===== config.mk =====
export PLATFORM = sky130hd
export DESIGN_NAME = maquina_escritura
export DESIGN_NICKNAME = d
export VERILOG_FILES = /design/src/rtl/maquina_escritura.sv
export SDC_FILE = /design/constraint.sdc
export NUM_CORES = 1
export LEC_CHECK = 0
export ABC_AREA = 1
export BUFFER_PORTS_ARGS = -buffer_cell sky130_fd_sc_hd__buf_2
export CORE_ASPECT_RATIO = 1.75
export CORE_MARGIN = 2
export CORE_UTILIZATION = 57
export CTS_CLUSTER_DIAMETER = 50
export DETAILED_ROUTE_END_ITERATION = 8
export PLACE_DENSITY = 0.94
export SYNTH_ARGS = -nofsm -noshare
export SYNTH_HDL_FRONTEND = slang
export SYNTH_SLANG_ARGS = --single-unit

===== constraint.sdc =====
create_clock -name clk -period 2.6 [get_ports clk]
set_input_delay 0.26 -clock clk [delete_from_list [all_inputs] [get_ports clk]]
set_output_delay 0.26 -clock clk [all_outputs]
set_load 0.01 [all_outputs]

===== src/rtl/maquina_escritura.sv =====
// maquina_escritura: write sequencer that walks the eleven RTC registers with setup/strobe/hold phases.
// Optional per-slot skipping is enabled with MAQUINA_ESCRITURA_MASK_EN (adds field_mask input).
module maquina_escritura #(
    parameter int unsigned SETUP_CYCLES = 8,
    parameter int unsigned WR_CYCLES    = 16,
    parameter int unsigned HOLD_CYCLES  = 8,
    parameter int unsigned CNT_W        = 8
) (
    input  logic        clk,
    input  logic        reset,
    input  logic        start,
    input  logic        abort,
    input  logic [7:0]  data_in,
`ifdef MAQUINA_ESCRITURA_MASK_EN
    input  logic [10:0] field_mask,
`endif
    output logic [3:0]  reg_sel,
    output logic [7:0]  address,
    output logic [7:0]  data_out,
    output logic        wr_en,
    output logic        bus_en,
    output logic        busy,
    output logic        done
);
    typedef enum logic [2:0] {IDLE, ADDR, WRITE, HOLD, DONE} state_t;

    state_t           state_q, state_d;
    logic [CNT_W-1:0] cnt_q, cnt_d;
    logic [3:0]       slot_q, slot_d;
    logic [7:0]       data_q, data_d;
    logic [10:0]      mask_q, mask_d;
    logic [10:0]      mask_in;
    logic [4:0]       first, following;
    logic [CNT_W-1:0] last_cnt;
    logic             phase_end;
    logic             on_bus;

`ifdef MAQUINA_ESCRITURA_MASK_EN
    assign mask_in = field_mask;
`else
    assign mask_in = '1;
`endif

    // {found, index} of the lowest enabled slot at or above 'from'
    function automatic logic [4:0] seek(input logic [10:0] m, input logic [3:0] from);
        seek = 5'd0;
        for (int i = 10; i >= 0; i--)
            if (m[i] && 4'(i) >= from) seek = {1'b1, 4'(i)};
    endfunction

    assign first     = seek(mask_in, 4'd0);
    assign following = seek(mask_q, slot_q + 4'd1);
    assign last_cnt  = (state_q == ADDR)  ? CNT_W'(SETUP_CYCLES - 1) :
                       (state_q == WRITE) ? CNT_W'(WR_CYCLES - 1) : CNT_W'(HOLD_CYCLES - 1);
    assign phase_end = cnt_q == last_cnt;
    assign on_bus    = state_q == ADDR || state_q == WRITE || state_q == HOLD;

    always_comb begin
        state_d = state_q;
        cnt_d   = cnt_q + 1'b1;
        slot_d  = slot_q;
        data_d  = data_q;
        mask_d  = mask_q;
        case (state_q)
            IDLE: begin
                cnt_d  = '0;
                slot_d = '0;
                data_d = '0;
                mask_d = mask_in;
                if (start && !abort) begin
                    state_d = first[4] ? ADDR : DONE;
                    slot_d  = first[3:0];
                end
            end
            ADDR: if (phase_end) begin
                state_d = WRITE;
                cnt_d   = '0;
                data_d  = data_in;
            end
            WRITE: if (phase_end) begin
                state_d = HOLD;
                cnt_d   = '0;
            end
            HOLD: if (phase_end) begin
                state_d = following[4] ? ADDR : DONE;
                slot_d  = following[4] ? following[3:0] : slot_q;
                cnt_d   = '0;
            end
            DONE: begin
                state_d = IDLE;
                cnt_d   = '0;
                data_d  = '0;
            end
            default: begin
                state_d = IDLE;
                cnt_d   = '0;
            end
        endcase
        if (abort && on_bus) begin
            state_d = IDLE;
            cnt_d   = '0;
            slot_d  = '0;
            data_d  = '0;
        end
    end

    always_ff @(posedge clk) begin
        if (reset) begin
            state_q <= IDLE;
            cnt_q   <= '0;
            slot_q  <= '0;
            data_q  <= '0;
            mask_q  <= '0;
        end else begin
            state_q <= state_d;
            cnt_q   <= cnt_d;
            slot_q  <= slot_d;
            data_q  <= data_d;
            mask_q  <= mask_d;
        end
    end

    // slots 0..7 map to 21h..28h, slots 8..10 to 41h..43h
    assign address  = !on_bus ? 8'h00 : (slot_q < 4'd8) ? 8'h21 + {4'h0, slot_q} : 8'h39 + {4'h0, slot_q};
    assign reg_sel  = on_bus ? slot_q : 4'd0;
    assign data_out = on_bus ? data_q : 8'h00;
    assign wr_en    = state_q == WRITE;
    assign bus_en   = on_bus;
    assign busy     = state_q != IDLE;
    assign done     = state_q == DONE;
endmodule


==> flow_summary.ini, run 1 <==
[outcome]
outcome = finished, final reports clean

[global_routing]
grtUsageTotal_pct = 22.5
grt-ovfl-total = 0
grt_pass1_vias = 1380
antenna_found_initial = 0
grt_max_degree = 19
grt_pass1_wl_microns = 5380

[sta]
max_freq_mhz = 559
final.period_utilization_pct = 68.8
slew_violations = 0
min_period_ps = 1790
rsz0062_at_grt = no
clock_skew_ps = 7.56
fin_tns_setup_ps = 0
final-setup-viol-count = 0
fin_hold_ws_ps = 171
hold_viol_final = 0

[worst_setup_path]
cp_top_family = simple AND/OR/NAND/NOR gates
critPathLaunchType = register
cp_slowest_cell = dfxtp_1
critPathMaxStageDelay_ps = 470
crit_arrival_ps = 1940
required_ps = 2750
crit_type = register to register
crit_buf_inv = 3
path_cells = inv_1, ha_1, nand2_1, inv_1, nand3_1, nand2_1, inv_2, nand4_4, nand2_4, nand2_1, o21ai_1, nor2_1
path_max_fanout = 8
endpoint_kind = register
cp_common_cell = nand2_1

[yosys]
async_flop_share_pct = 0
synth_top_area_share_pct = 32.3
synth-seq-cells = 24
yosysTopAreaCell = dfxtp_1
syn_inst = 225
synth_area_sq_um = 1490
seq_area_frac_synth_pct = 32.3
synth_top_flop_cell = dfxtp_1
yosys_warnings = 0
synthTopCellsByArea = dfxtp_1 (32%), nor2_1 (11%), nand2_1 (10%)
synth_cell_types = 31
synth-edff-count = 0
synth.avg_cell_area_sq_um = 6.62

[drt]
viasPerCell = 5.42
routed_wl_microns = 3400
vias = 1539
drc = 0
drt-wirelength-per-cell_microns = 12.0
dr.pass1.iters = 4
drt.antenna.violating_nets = 0
drtIter0Drc = 96

[final_layout]
syn_to_final_growth_pct = 14.7
nNetsFinal = 275
drive_gt1_share_pct = 23.3
n_fill_cell = 205
antennaDiodeCount = 0
post-route-util_pct = 68.5

[placed_design]
hpwl_microns = 2710
routabilityCongestion = 0.945
portBuffers = 33

[clocking]
clockBufferDepth = 2
insertion_delay_ps = 260
cts_tree = done
cts_resized = 0
clock-root-buffer = clkbuf_8
post_cts_buffers = 0
clock_sink_count = 24
cts_hold_buf = 0
htree_num_levels = 1
path_clk_slew_ps = 80
cts_made_buffers = 3

[floorplanning]
core_sq_um = 2490
rows = 24
fp.dieW_microns = 42.6
ios = 36
die_area_sq_um = 3050
start_util_pct = 59.7
die_h_microns = 71.6

[power]
power_density_nw_per_um2 = 869
peakVddDrop_mv = 0.637
leakage_nw = 0.814

[flow_run]
cap_violations = 0

[worst_hold_path]
min_path_type = input port to register
cell usage after synthesis, drive strengths merged (2+ instances only):
master and number:
xor2 2, dfxtp 24, nand3 14, nor2 45, inv 36, buf 4, o21ai 8, a21oi 11
nand2 49, nor3 14, nand4 7, ha 4
cell type report:
| type | instances | area, sq um | share of cell area [%] |
|---|---|---|---|
| multi-input cells | 161 | 837 | 49.0 |
| repair buffers | 33 | 165 | 9.67 |
| flip-flops and latches | 24 | 480 | 28.1 |
| inverters | 36 | 138 | 8.06 |
| clock buffers | 4 | 55.1 | 3.22 |
| well taps | 26 | 32.5 | 1.90 |
through the flow:
stage,setup WS (ps),std cells,cell area [sq um],power (mW)
after floorplan,987,226,1490,1.06
after global placement,876,280,1650,1.24
after detailed placement,833,280,1650,1.25
after CTS,819,284,1710,1.49
after global routing,632,284,1710,1.60
final,811,284,1710,1.48
where the power goes:
part	internal [mW]	switching [mW]	leakage [nW]	total (mW)
sequential	0.418	0.0716	0.195	0.489
clock	0.135	0.110	0.0288	0.244
combinational	0.240	0.510	0.591	0.751
total	0.793	0.692	0.814	1.48
registers in the layout (all words and copies together) (netlist names):
name,cells
slot_q,4
state_q,3
cnt_q,8
mask_q,1
data_q,8
worst paths after layout:
| path | start | to | slack (ps) | cells past startpoint |
|---|---|---|---|---|
| setup / recovery | slot_q[0]$_SDFFE_PP0P_ | slot_q[2]$_SDFFE_PP0P_ | 810 | 12 |
| hold / removal | reset | mask_q[0]$_SDFFE_PP0N_ | 170 | 2 |
| setup reg to reg | slot_q[0]$_SDFFE_PP0P_ | slot_q[2]$_SDFFE_PP0P_ | 810 | 12 |
| hold reg to reg | cnt_q[0]$_SDFF_PP0_ | cnt_q[0]$_SDFF_PP0_ | 450 | 1 |
worst register-to-register path, cell delays in order, from the launching register on:
cell	delay, ps
dfxtp_1	470
inv_1	120
ha_1	370
nand2_1	90
inv_1	50
nand3_1	60
nand2_1	70
inv_2	90
nand4_4	90
nand2_4	120
nand2_1	60
o21ai_1	60
nor2_1	50
cells in the final DEF, fill, tap and decap left out, types with 2 or more instances in the layout:
cell type,n
a21oi_1,11
buf_2,33
clkbuf_8,4
conb_1,2
dfxtp_1,24
ha_1,4
inv_1,31
inv_2,4
nand2_1,41
nand2_2,5
nand2_4,3
nand3_1,10
nand3_2,3
nand4_1,6
nor2_1,43
nor3_1,14
o21ai_0,4
o21ai_1,2
o21ai_2,2
xor2_1,2
routing by layer:
| metal | wire length (microns) | part of all wire [%] | global-route usage, % |
|---|---|---|---|
| met4 | 142 | 4.2 | 14.9 |
| met5 | 0 | 0 | 0 |
| met3 | 109 | 3.2 | 1.26 |
| met2 | 1900 | 56 | 42.6 |
| met1 | 1250 | 37 | 22.3 |
kinds of logic after synthesis:
kind of cell,after synthesis,synth area share (%)
buffers and inverters,41,11.8
AND/OR/NAND/NOR,131,42.8
flip-flops,24,32.3
adder cells (fa/ha/maj),4,3.36
other,1,0.252
AO/OA/AOI/OAI,21,7.82
XOR/XNOR,3,1.77
Power figures use the tool's default switching activity.
==> run 2, diff against run 1 <==
--- a/config.mk
+++ b/config.mk
@@ -9,10 +9,10 @@
 export BUFFER_PORTS_ARGS = -buffer_cell sky130_fd_sc_hd__buf_2
 export CORE_ASPECT_RATIO = 1.75
 export CORE_MARGIN = 2
-export CORE_UTILIZATION = 57
+export CORE_UTILIZATION = 48
 export CTS_CLUSTER_DIAMETER = 50
 export DETAILED_ROUTE_END_ITERATION = 8
-export PLACE_DENSITY = 0.94
+export PLACE_DENSITY = 0.86
 export SYNTH_ARGS = -nofsm -noshare
 export SYNTH_HDL_FRONTEND = slang
 export SYNTH_SLANG_ARGS = --single-unit
==> constraint.sdc (replaced) <==
create_clock -name clk -period 1.45 [get_ports clk]
set_input_delay 0.145 -clock clk [delete_from_list [all_inputs] [get_ports clk]]
set_output_delay 0.145 -clock clk [all_outputs]
set_load 0.01 [all_outputs]
==> flow_summary.ini, run 2 (synthesized netlist as in run 1, its figures left out) <==
[drt]
dr.pass1.iters = 4
vias = 1676
drt-wirelength-per-cell_microns = 13.5
drt.antenna.violating_nets = 0
drc = 0
viasPerCell = 5.29
drtIter0Drc = 55
routed_wl_microns = 4280

[sta]
max_freq_mhz = 657
hold_viol_final = 0
timing.final.ws_setup_ps = -71.9
rsz0062_at_grt = yes
fin_tns_setup_ps = -266
final.period_utilization_pct = 105
clock_skew_ps = 3.61
final-setup-viol-count = 7
min_period_ps = 1520
slew_violations = 0

[floorplanning]
ios = 36
rows = 26
start_util_pct = 50.9
die_h_microns = 77.7
fp.dieW_microns = 46.1
die_area_sq_um = 3580
core_sq_um = 2930

[final_layout]
antennaDiodeCount = 0
final_common_cell = buf_2
drive_gt1_share_pct = 48.1
final_cells = 317
n_fill_cell = 199
syn_to_final_growth_pct = 46.1
nNetsFinal = 306
most-common-layout-cells = buf_2 (33), nor2_1 (32), nand2_1 (31), inv_1 (26), buf_4 (24)
reg_top3 = cnt_q x8, data_q x8, slot_q x4

[placed_design]
routabilityCongestion = 1.00
dp.cells = 303
dp_slack_ps = -81.4
portBuffers = 33
hpwl_microns = 2960

[clocking]
clock_sink_count = 24
cts_made_buffers = 3
insertion_delay_ps = 270
htree_num_levels = 1
clockBufferDepth = 2
path_clk_slew_ps = 90
clock-root-buffer = clkbuf_8
cts_tree = done
cts_hold_buf = 0

[global_routing]
grt-ovfl-total = 0
grt_pass1_wl_microns = 6580
grt_pass1_vias = 1585
grt_max_degree = 15
antenna_found_initial = 0
grtUsageTotal_pct = 24.3

[worst_setup_path]
critPathMaxStageDelay_ps = 370
path_max_fanout = 8
crit_type = register to register
critPathLaunchType = register
crit_arrival_ps = 1680
required_ps = 1610
endpoint_kind = register
cp_slowest_cell = dfxtp_4
path_cells = ha_2, inv_1, nand2_4, nand3_2, nand2_2, inv_2, nand4_4, nand2_4, nand2_2, o21ai_1, nor2_1

[worst_hold_path]
min_path_type = input port to register

[power]
power_density_nw_per_um2 = 1630
leakage_nw = 1.01
peakVddDrop_mv = 1.24

[outcome]
violations = negative setup slack
outcome = finished, violations left

[flow_run]
cap_violations = 0
run 2: cell types whose count changed in the layout (fill, tap and decap cells not counted), moves of 4 or more:
cell and change:
buf_4 +24, nor2_1 -11, nand2_1 -10, nor2_2 +9
dfxtp_1 -8, buf_6 +7, dfxtp_2 +6, nand2_2 +6
inv_1 -5, nand2_4 +4, nand3_1 -4
run 2: final cells by class:
class | count | area (sq um) | area share (%)
well taps | 28 | 35.0 | 1.61
clock buffers | 3 | 41.3 | 1.90
flip-flops and latches | 24 | 495 | 22.8
inverters | 36 | 143 | 6.56
clock inverters | 1 | 30.0 | 1.38
multi-input cells | 161 | 1010 | 46.3
repair buffers | 64 | 424 | 19.5
run 2: report_power, final:
group          total (mW)  internal [mW]  switching (mW)
logic                2.03          0.827            1.20
clock network       0.584          0.369           0.215
registers           0.926          0.775           0.151
run 2: routing by layer:
layer | track usage [%] | wire, microns | up-vias
li1 | - | - | 837
met1 | 25.8 | 1600 | 765
met2 | 43.6 | 2390 | 57
met3 | 3.02 | 160 | 17
met4 | 11.7 | 125 | 0
met5 | 0 | 0 | -
run 2: worst paths after layout:
kind                            slack (ps)                   start  depth (start not counted)                     end
worst min register to register         500  data_q[0]$_SDFFE_PP0P_                          2  data_q[0]$_SDFFE_PP0P_
worst max register to register         -70  slot_q[0]$_SDFFE_PP0P_                         11  slot_q[2]$_SDFFE_PP0P_
worst max-delay path                   -70  slot_q[0]$_SDFFE_PP0P_                         11  slot_q[2]$_SDFFE_PP0P_
worst min-delay path                    70                   reset                          2  mask_q[0]$_SDFFE_PP0N_
run 2: per-stage QoR:
step	cell area [sq um]	hold slack [ps]	util, %	power [mW]
CTS	1960	63.0	67.1	3.26
floorplan	1510	214	-	1.94
global route	2170	59.7	74.3	3.75
finish	2170	68.3	74.3	3.54
global placement	1830	338	62.4	2.51
detailed placement	1830	348	62.4	2.55
run 2: worst max-delay path, delay by kind of cell (launching register included):
| kind | cells | cell delay [ps] |
|---|---|---|
| AOI/OAI and AO/OA | 1 | 70 |
| adders and majority gates | 1 | 210 |
| buffers and inverters | 2 | 170 |
| DFF | 1 | 370 |
| and+or+nand+nor | 7 | 570 |
run 2: repair_timing:
action,CTS,global route
resized for setup,17,50
setup buffers,3,7
gates cloned,0,0
pin swaps,9,22
hold endpoints to repair,0,0
endpoints found under the setup margin,38,42
==> run 3, diff against run 2 <==
--- a/config.mk
+++ b/config.mk
@@ -7,7 +7,7 @@
 export LEC_CHECK = 0
 export ABC_AREA = 1
 export BUFFER_PORTS_ARGS = -buffer_cell sky130_fd_sc_hd__buf_2
-export CORE_ASPECT_RATIO = 1.75
+export CORE_ASPECT_RATIO = 0.8
 export CORE_MARGIN = 2
 export CORE_UTILIZATION = 48
 export CTS_CLUSTER_DIAMETER = 50
==> flow_summary.ini, run 3 (synthesized netlist as in run 1, its figures left out) <==
[worst_setup_path]
cp_top_family = simple AND/OR/NAND/NOR gates
rr_endpoint = slot_q[1]$_SDFFE_PP0P_
worst-r2r-setup-slack_ps = -200
required_ps = 1650
reg2reg_depth = 12
critPathMaxStageDelay_ps = 410
crit_arrival_ps = 1850
cp_slowest_cell = dfxtp_4
crit_buf_inv = 3
endpoint_kind = register
crit_type = register to register
regToRegStartpoint = slot_q[0]$_SDFFE_PP0P_
critPathLaunchType = register
path_max_fanout = 8
path_cells = inv_4, ha_4, nand2_2, inv_2, nand3_2, nand2_2, inv_2, nand4_4, nand2_8, nand2_1, nand2_1, nor2_1

[sta]
rsz0062_at_grt = yes
slew_violations = 0
max_freq_mhz = 606
hold_viol_final = 0
clock_skew_ps = 10.2
min_period_ps = 1650
final.period_utilization_pct = 114
fin_tns_setup_ps = -761
fin_hold_ws_ps = 54.0
final-setup-viol-count = 9
timing.final.ws_setup_ps = -200

[drt]
drt-wirelength-per-cell_microns = 14.2
drtIter0Drc = 102
drt.antenna.violating_nets = 0
vias = 1734
routed_wl_microns = 4660
dr.pass1.iters = 5
drc = 0
viasPerCell = 5.29

[global_routing]
antenna_found_initial = 0
grtUsageTotal_pct = 23.3
grt_pass1_vias = 1446
grt_max_degree = 14
grt-ovfl-total = 0
grt_pass1_wl_microns = 6340

[floorplanning]
core_sq_um = 3020
fp.dieW_microns = 66.3
start_util_pct = 49.3
rows = 18
die_h_microns = 53.8
die_area_sq_um = 3570
ios = 36

[placed_design]
placed_area_sq_um = 1830
routabilityCongestion = 0.866
hpwl_microns = 2730
portBuffers = 33
dp.cells = 314

[clocking]
clockBufferDepth = 2
htree_num_levels = 1
clock-root-buffer = clkbuf_8
clock_sink_count = 24
cts_tree = done
path_clk_slew_ps = 90
cts_made_buffers = 3
insertion_delay_ps = 270
cts_hold_buf = 0

[final_layout]
drive_gt1_share_pct = 47.9
antennaDiodeCount = 0
reg_top3 = cnt_q x8, data_q x8, slot_q x4
final_common_cell = nor2_1
most-common-layout-cells = nor2_1 (37), buf_2 (33), nand2_1 (29), inv_1 (23), buf_4 (23)
syn_to_final_growth_pct = 46.6
design_area_sq_um = 2180
n_fill_cell = 202
final_cells = 328
nNetsFinal = 305

[power]
swShare_pct = 47.0
leakage_nw = 0.978
pwr-share-seq_pct = 25.6
p_comb_share_pct = 62.1
power.total_mw = 3.73
pwr-share-clk_pct = 12.3
net-switching-power_mw = 1.75
power_density_nw_per_um2 = 1710
peakVddDrop_mv = 1.46
p_int_mw = 1.98

[flow_run]
cap_violations = 0

[outcome]
violations = negative setup slack
outcome = finished, violations left

[worst_hold_path]
hp-start = reset
hold_path_depth = 2
min_to = mask_q[0]$_SDFFE_PP0N_
min_path_type = input port to register
## run 3: changes by cell type in the layout (fill, tap and decap cells not counted), moves of 3 or more
cell	previous run	this run
o21ai_1	5	1
nor2_1	32	37
o21ai_0	1	4
inv_1	26	23
nand3_1	6	9
nor2_2	10	6
## run 3: power groups by stage
stage	Sequential [mW]	Clock, mW	Combinational (mW)
after floorplan	0.870	0	1.07
after global placement	0.875	0	1.62
after detailed placement	0.881	0	1.65
after CTS	0.908	0.463	1.78
after global routing	0.962	0.486	2.47
final	0.954	0.458	2.32
## run 3: how the worst max path moves through the flow
stage                                      start  cells after the start                     end  slack, ps
after floorplan           slot_q[1]$_SDFFE_PP0P_                     12  slot_q[1]$_SDFFE_PP0P_          7
after global placement    slot_q[1]$_SDFFE_PP0P_                      9  slot_q[0]$_SDFFE_PP0P_        -60
after detailed placement  slot_q[1]$_SDFFE_PP0P_                     12  slot_q[1]$_SDFFE_PP0P_        -90
after CTS                 slot_q[0]$_SDFFE_PP0P_                      8              address[2]        -60
after global routing      slot_q[1]$_SDFFE_PP0P_                     11  slot_q[1]$_SDFFE_PP0P_       -270
final                     slot_q[0]$_SDFFE_PP0P_                     12  slot_q[1]$_SDFFE_PP0P_       -200
## run 3: metrics by stage
stage,util [%],worst slack [ps]
after floorplan,-,7.28
after global placement,60.8,-64.3
after detailed placement,60.8,-91.7
after CTS,65.1,-55.9
after global routing,72.3,-271
final,72.3,-200
## run 3: metal layers
| layer | share of wire (%) | routed length (microns) | track usage [%] | vias to the layer above |
|---|---|---|---|---|
| met2 | 48 | 2250 | 40.0 | 93 |
| met4 | 3.9 | 184 | 7.48 | 0 |
| li1 | - | - | - | 834 |
| met5 | 0 | 0 | 0 | - |
| met3 | 7.0 | 327 | 5.44 | 22 |
| met1 | 41 | 1900 | 29.4 | 785 |
## run 3: cell type report
cell class                      count  area, sq um  share of cell area (%)
Tap cell                           40         50.0                    2.29
Sequential cell                    24          500                    22.9
Multi-Input combinational cell    161         1010                    46.2
Timing Repair Buffer               63          420                    19.3
Clock buffer                        4         55.1                    2.52
Inverter                           36          148                    6.77
## run 3: worst register-to-register path, cell delays in order, from the launching register on
cell,delay (ps)
dfxtp_4,410
inv_4,50
ha_4,260
nand2_2,50
inv_2,70
nand3_2,60
nand2_2,80
inv_2,70
nand4_4,130
nand2_8,100
nand2_1,100
nand2_1,90
nor2_1,100
## run 3: repair_timing
action | CTS | global route
setup buffers | 4 | 6
setup endpoints to repair | 27 | 33
resized for setup | 17 | 53
gates cloned | 0 | 0
endpoints found under the hold margin | 0 | 0
pin swaps | 7 | 19
